$ cat config.mk
export PLATFORM = sky130hd
export DESIGN_NAME = bigsum_leading_digits
export DESIGN_NICKNAME = d
export VERILOG_FILES = /design/src/rtl/bigsum_pkg.sv /design/src/rtl/div10_step.sv /design/src/rtl/bigsum_leading_digits.sv
export SDC_FILE = /design/constraint.sdc
export NUM_CORES = 2
export LEC_CHECK = 0
export BUFFER_PORTS_ARGS = -buffer_cell sky130_fd_sc_hd__buf_2
export CAP_MARGIN = 20
export CORE_MARGIN = 1
export CORE_UTILIZATION = 40
export CTS_BUF_LIST = sky130_fd_sc_hd__clkbuf_16
export CTS_CLUSTER_DIAMETER = 40
export DETAILED_ROUTE_END_ITERATION = 6
export HOLD_SLACK_MARGIN = 0.06
export PLACE_DENSITY = 0.61
export SLEW_MARGIN = 20
export SYNTH_ARGS = -nofsm -noshare
export SYNTH_HDL_FRONTEND = slang
export SYNTH_SLANG_ARGS = --single-unit
$ cat constraint.sdc
create_clock -name clk -period 149.5 [get_ports clk]
set_input_delay 29.9 -clock clk [delete_from_list [all_inputs] [get_ports clk]]
set_output_delay 29.9 -clock clk [all_outputs]
set_load 0.02 [all_outputs]
$ cat src/rtl/bigsum_pkg.sv
// bigsum_pkg: state encoding and shared constants for bigsum_leading_digits.
package bigsum_pkg;

    typedef enum logic [2:0] {IDLE, LOAD, ADD, REDUCE, DONE} state_t;

    localparam logic [7:0] ASCII_ZERO = 8'h30;
    localparam int POW_W = 512;

    // Wide enough for any practical LEAD_DIGITS; callers truncate to SUM_W.
    function automatic logic [POW_W-1:0] pow10(input int n);
        logic [POW_W-1:0] p;
        p = POW_W'(1);
        for (int i = 0; i < n; i++) p = (p << 3) + (p << 1);
        return p;
    endfunction

endpackage

$ cat src/rtl/div10_step.sv
// div10_step: combinational W-bit unsigned divide-by-10 (quotient only), restoring long division.
module div10_step #(
    parameter int W = 173
) (
    input  logic [W-1:0] dividend,
    output logic [W-1:0] quotient
);

    logic [4:0] rem;

    always_comb begin
        quotient = '0;
        rem = '0;
        for (int i = W - 1; i >= 0; i--) begin
            rem = {rem[3:0], dividend[i]};
            quotient[i] = rem >= 5'd10;
            if (quotient[i]) rem = rem - 5'd10;
        end
    end

endmodule

$ cat src/rtl/bigsum_leading_digits.sv
// bigsum_leading_digits: streams decimal numbers MSD-first, sums them, reports the leading LEAD_DIGITS digits.
// Define BIGSUM_ASCII_IN_EN to take 8-bit ASCII digits instead of 4-bit BCD.
module bigsum_leading_digits
    import bigsum_pkg::*;
#(
    parameter int MAX_DIGITS  = 50,
    parameter int SUM_W       = 173,
    parameter int LEAD_DIGITS = 10,
    parameter int RES_W       = 40
) (
    input  logic             clk,
    input  logic             rst,
    input  logic             start,
`ifdef BIGSUM_ASCII_IN_EN
    input  logic [7:0]       digit_in,
`else
    input  logic [3:0]       digit_in,
`endif
    input  logic             digit_valid,
    input  logic             digit_last,
    input  logic             num_last,
    output logic             digit_ready,
    output logic [RES_W-1:0] result,
    output logic [15:0]      count,
    output logic             done,
    output logic             error
);

    localparam int CNT_W = $clog2(MAX_DIGITS + 1);
    localparam logic [SUM_W-1:0] LIMIT = SUM_W'(pow10(LEAD_DIGITS));

    state_t           state;
    logic [SUM_W-1:0] number, sum, sum_div10, number_next;
    logic [CNT_W-1:0] digit_cnt;
    logic             last_num, beat, too_long, bad_digit;
    logic [3:0]       digit;

`ifdef BIGSUM_ASCII_IN_EN
    logic [7:0] ascii_off;
    // Bytes below "0" wrap to large values, so one compare rejects both sides.
    assign ascii_off = digit_in - ASCII_ZERO;
    assign digit     = ascii_off[3:0];
    assign bad_digit = ascii_off > 8'd9;
`else
    assign digit     = digit_in;
    assign bad_digit = digit_in > 4'd9;
`endif

    assign beat        = digit_valid && digit_ready;
    assign too_long    = digit_cnt == CNT_W'(MAX_DIGITS);
    assign number_next = (number << 3) + (number << 1) + SUM_W'(digit);

    div10_step #(.W(SUM_W)) u_div10 (
        .dividend(sum),
        .quotient(sum_div10)
    );

    always_ff @(posedge clk) begin
        if (rst) begin
            state       <= IDLE;
            number      <= '0;
            sum         <= '0;
            digit_cnt   <= '0;
            last_num    <= 1'b0;
            result      <= '0;
            count       <= '0;
            done        <= 1'b0;
            error       <= 1'b0;
            digit_ready <= 1'b0;
        end else begin
            unique case (state)
                IDLE, DONE: if (start) begin
                    state       <= LOAD;
                    number      <= '0;
                    sum         <= '0;
                    digit_cnt   <= '0;
                    count       <= '0;
                    done        <= 1'b0;
                    error       <= 1'b0;
                    digit_ready <= 1'b1;
                end
                LOAD: if (beat) begin
                    if (bad_digit || too_long) begin
                        state       <= DONE;
                        error       <= 1'b1;
                        done        <= 1'b1;
                        result      <= '0;
                        digit_ready <= 1'b0;
                    end else begin
                        number    <= number_next;
                        digit_cnt <= digit_cnt + CNT_W'(1);
                        last_num  <= num_last;
                        if (digit_last) begin
                            state       <= ADD;
                            digit_ready <= 1'b0;
                        end
                    end
                end
                ADD: begin
                    sum         <= sum + number;
                    count       <= (count == 16'hFFFF) ? count : count + 16'd1;
                    number      <= '0;
                    digit_cnt   <= '0;
                    state       <= last_num ? REDUCE : LOAD;
                    digit_ready <= !last_num;
                end
                REDUCE: begin
                    if (sum < LIMIT) begin
                        result <= sum[RES_W-1:0];
                        done   <= 1'b1;
                        state  <= DONE;
                    end else begin
                        sum <= sum_div10;
                    end
                end
                default: state <= IDLE;
            endcase
        end
    end

endmodule

======== Word level (Yosys, flattened, before mapping) ========
Index checks and enable logic that the tools add are counted.
storage, ports and cells
  RAM bits ................................ 0
  logic and storage cells ................. 595
  memory bits (read-only) ................. 0
  output and inout port bits .............. 59
  bits of input ports ..................... 10
  memories ................................ 0
  register bits ........................... 415
  bits in latches ......................... 0
cells by class
  multiplexer cells ....................... 204
  order comparisons ....................... 172
  bitwise logic cells ..................... 1
  eq/ne operators ......................... 14
  add/sub/neg operators ................... 174
  shifts and indexed selects .............. 0
  reduce and logical (&&, ||, !) cells .... 20
  divide/modulo/power cells ............... 0
  multipliers ............................. 0
operators with widths
  cell                   count
  $pmux 173 s3           2
  $ge 5x4->1 const B     169
  $mux 173               4
  $mux 4                 169
  $sub 4x4->4 const B    169
  $add 173x173->173      2
  $add 173x4->173        1
  $lt 173x34->1 const B  1
  $mux 40                3
  $pmux 40 s2            1
  $mux 16                2
  $pmux 16 s2            1
  $reduce_and 4->1       5
  $mux 6                 3
  $pmux 6 s3             1
  $add 16x1->16 const B  1
  $eq 16x16->1 const B   1
  $mux 3                 5
  $ne 2x2->1 const B     7
  $pmux 3 s4             1
  $reduce_and 3->1       3
  $reduce_bool 3->1      3
  $mux 1                 8
  $add 6x1->6 const B    1
  18 further kinds       22

======== Longest topological paths before layout ========
  depth in word-level cells ............... 341
  mapped depth ............................ 977
  mapped depth without buffers ............ 904

======== Modules after synthesis ========
A second synthesis with hierarchy kept.
second synthesis, totals
  cells, all modules ...................... 10260
  area, all modules ....................... 74889.3 um^2
modules (own cells, without submodules)
  module                 cells an instance  area an instance (um^2)  instances  sequential area each (um^2)
  bigsum_leading_digits  5539               40331.2                  1          8308.0
  div10_step             4721               34558.1                  1          0.0

======== Worst setup path after synthesis ========
OpenSTA, ideal clock, no wires.
  path kind ............................... register -> register
  start point ............................. register sum[170]
  end point ............................... register sum[0]
  period minus slack after synthesis ...... 158.368 ns
  setup time .............................. 0.087 ns
  path buffers ............................ 74
  cell stages (with the launch flop) ...... 935
  data arrival time ....................... 158.281 ns
  slack ................................... -8.868 ns
  data required time ...................... 149.413 ns
  cells stage by stage .................... dfxtp_1 buf_6 nand3b_1 and2_2 ha_1 inv_1 a32oi_1 nand2_1 nand2_1 o21ai_0 ha_1 a22oi_1 nor3_1 o21ai_1 xnor2_1 inv_1 ha_1 clkbuf_4 (+899 left out) o211ai_1 ha_1 a21boi_0 or4_4 and3_1 xnor2_1 ha_1 o21ai_0 a311oi_2 xnor2_1 ha_1 a21oi_1 and2b_1 nor2b_1 o211ai_1 o41ai_1 a211oi_1 o31ai_1
between the ends
  word-level cells in the longest chain between the ends .. 341
  elaborated cells on any way between the ends .. 513
  those cells by class .................... 169 x add/sub; 171 x order compare; 1 x eq/ne; 171 x mux; 1 x reduce/logical
RTL lines
  item                                       line                                text
  from (decl)                                bigsum_leading_digits.sv:33         logic [SUM_W-1:0] number, sum, sum_div10, number_next;
  from (signal assigned)                     bigsum_leading_digits.sv:100        sum <= sum + number;
  from (signal assigned)                     bigsum_leading_digits.sv:113        sum <= sum_div10;
  $sub 4x4->4 or $ge 4x4->1 (tied branches)  div10_step.sv:17, div10_step.sv:16
  $mux 4                                     div10_step.sv:17                    if (quotient[i]) rem = rem - 5'd10;
  $sub 4x4->4 or $ge 5x4->1 (tied branches)  div10_step.sv:17, div10_step.sv:16
  $mux 4                                     div10_step.sv:17
  $sub 4x4->4 or $ge 5x4->1 (tied branches)  div10_step.sv:17, div10_step.sv:16
  $mux 4                                     div10_step.sv:17
  $ge 5x4->1 or $sub 4x4->4 (tied branches)  div10_step.sv:16, div10_step.sv:17
  $mux 4                                     div10_step.sv:17
  (+325 left out)                            -
  $mux 4                                     div10_step.sv:17
  $ge 5x4->1 or $sub 4x4->4 (tied branches)  div10_step.sv:16, div10_step.sv:17
  $mux 4                                     div10_step.sv:17
  $sub 4x4->4 or $ge 5x4->1 (tied branches)  div10_step.sv:17, div10_step.sv:16
  $mux 4                                     div10_step.sv:17
  $ge 5x4->1                                 div10_step.sv:16                    quotient[i] = rem >= 5'd10;
  $mux 173                                   bigsum_leading_digits.sv:108        if (sum < LIMIT) begin
  $pmux 173 s3                               bigsum_leading_digits.sv:71         unique case (state)
Parallel ways exist; a longest one is shown, timed or not. The select of a mux whose other input is x is not followed.
A chain may end at the register's enable or synchronous reset.

==> flow_metrics.tcl <==
set metrics [dict create \
    clk-insertion-delay-late_ps 730 \
    routed_wirelength_um 207000 \
    drc 7 \
    clock_sinks 415 \
    placementRows 148 \
    pre_cts_slack_ps -4810 \
    io_pins 69 \
    core-area_um2 163000 \
    status "finished with violations" \
    place.gp.congestion 0.934 \
    antenna-diode-count 0 \
    fin_crit_ps 143460 \
    port_buffers 68 \
    grt_max_degree 171 \
    relSlewSlack_pct 29.5 \
    dp_hpwl_um 146000 \
    grt_pass1_wl_um 330000 \
    grtUsageTotal_pct 23.4 \
    end_kind "flip-flop" \
    syn_inst 8332 \
    cts.clk_slew.worst_paths_ps 50 \
    start_kind "flip-flop" \
    grt_pass1_vias 64600 \
    finalMaxSlewViolations 0 \
    finClkSkew_ps 55.1 \
    worstMarginPinSlew_ps 1060 \
    synth_top_flop_cell "dfxtp_1" \
    yosys_warnings 0 \
    yosysTopAreaCellShare_pct 13.2 \
    critPathMaxFanout 12 \
    cp.required_ps 150090 \
    synth_edf_count 0 \
    htree_levels 3 \
    fin_ws_ps 6040 \
    synthTopCellsByArea "ha_1, dfxtp_1, o21a_1" \
    cts_tree "yes" \
    critPathSlowestCell "or4_4" \
    hold_path.startpoint "result[23]$_SDFFE_PP0P_" \
    dieArea_um2 165000 \
    die_h_um 407 \
    wl_per_cell_um 18.6 \
    layout-drive-gt1-share_pct 26.3 \
    grt_overflow 0 \
    violations "DRC" \
    critPathKind "flip-flop to flip-flop" \
    layout.nets 9554 \
    clock-root-buffer "clkbuf_16" \
    postSynthAreaPerCell_um2 7.86 \
    finalSetupViolCount 0 \
    syn_nets 9038 \
    cts_buffers 99 \
    dieWidth_um 407 \
    yosys.area.top_type "ha_1" \
    vias 68600 \
    antenna_found_initial 2 \
    area_delta_synth_final_pct 18.8 \
    start_util_pct 40.3 \
    clock_path_buffers 3 \
    synth_seq_cells 415 \
    ys_seq_area_share_pct 12.7 \
    r2r_cells 864 \
    startpoint "sum[170]$_SDFFE_PP0P_" \
    crit_top_cell "ha_2" \
    crit_end "sum[0]$_SDFFE_PP0P_" \
    drt-initial-drc-count 4966 \
    r2r_setup_slack_ps 6040 \
    vias_per_cell 6.18 \
    netlist_area_um2 65500 \
    r2r-start "sum[170]$_SDFFE_PP0P_" \
    regToRegEndpoint "sum[0]$_SDFFE_PP0P_" \
    hold_path.class "flip-flop to flip-flop" \
    hold_viol_final 0 \
    async_flop_share_pct 0 \
    crit_arrival_ps 144040 \
    timing.fmax_ghz 0.00697 \
    final_cell_mix "buf_4, a21oi_1, nand2_1" \
    final_common_cell "buf_4" \
    antenna_left 0 \
    synth.distinct_cells 202 \
    period_share_pct 96.0 \
    critPathMaxStageDelay_ps 570 \
    cap_violations 0 \
    dr.pass1.iters 7 \
]
[logic make-up (layout without fill, tap and decap cells)]
kind of cell,after synthesis,after routing,share of synthesized area [%]
AO/OA/AOI/OAI,3343,3343,39.7
AND/OR/NAND/NOR,2693,2693,21.1
buffers and inverters,845,1443,7.80
adder cells (fa/ha/maj),696,696,13.3
flip-flops,415,415,12.7
XOR/XNOR,175,175,2.35
multiplexers,165,165,3.06
[state kept, by name, indices dropped and copies added (netlist names)]
register / cells
state: 3
result: 40
count: 16
sum: 173
last_num: 1
digit_cnt: 6
done: 1
number: 173
digit_ready: 1
error: 1
[cell usage after synthesis, drive strengths merged, types with 113 or more instances]
master and instances:
a211oi 165, a21o 254, a21oi 666, a31oi 135
buf 149, clkbuf 248, dfxtp 415, ha 693
inv 394, nand2 606, nand3 419, nor2 538
nor3 453, o211ai 113, o21a 455, o21ai 419
o31ai 134
[metrics by stage]
stage | TNS (ps) | area, um2 | std cells | utilization [%] | hold WS, ps
3_3_place_gp | -79.3 | 69400 | 10600 | 42.6 | 439
3_5_place_dp | -17720 | 69400 | 10600 | 42.6 | 443
6_report | 0 | 77800 | 11100 | 47.8 | 447
2_1_floorplan | 0 | 66300 | 8332 | - | 437
4_1_cts | 0 | 73500 | 10800 | 45.2 | 449
5_1_grt | -6090 | 77800 | 11100 | 47.8 | 469
[worst min-delay path by stage]
stage / end / slack [ps] / depth (start not counted)
CTS: result[23]$_SDFFE_PP0P_ / 450 / 2
finish: result[23]$_SDFFE_PP0P_ / 450 / 2
global placement: result[9]$_SDFFE_PP0P_ / 440 / 2
global route: result[24]$_SDFFE_PP0P_ / 470 / 2
floorplan: last_num$_SDFFE_PP0P_ / 440 / 2
detailed placement: result[4]$_SDFFE_PP0P_ / 440 / 2
[repair_timing]
action / CTS / global route
endpoints found under the setup margin: 7 / 15
setup buffers: 61 / 256
pin swaps: 39 / 323
gates resized for setup: 60 / 541
hold buffers: 0 / 0
cloned: 0 / 0
[cell type report]
cell class / count / area, um2
fillers: 15600 / 84900
multi-input cells: 7072 / 55500
flip-flops and latches: 415 / 8320
repair buffers: 837 / 6170
well taps: 2175 / 2720
clock buffers: 99 / 2480
inverters: 423 / 1640
clock inverters: 84 / 997
[critical path: cells and delay by family (launching register included)]
kind	cells	cell delay, ps
AO/OA/AOI/OAI	392	67080
AND/OR/NAND/NOR	203	34300
adder cells (fa/ha/maj)	157	32710
buffers and inverters	131	11840
multiplexers	12	2830
XOR/XNOR	15	2280
flip-flops	1	360
[metal layers]
| metal | up-vias | part of all wire, % | GRT usage [%] |
|---|---|---|---|
| met5 | - | 0 | 0 |
| met4 | 0 | 2.8 | 6.93 |
| met3 | 391 | 4.6 | 2.37 |
| met2 | 1928 | 47 | 39.8 |
| met1 | 32800 | 45 | 30.9 |
| li1 | 33500 | - | - |
Power is not shown: default switching activity piles up to over one toggle a cycle in this logic, so the estimate is an artifact.
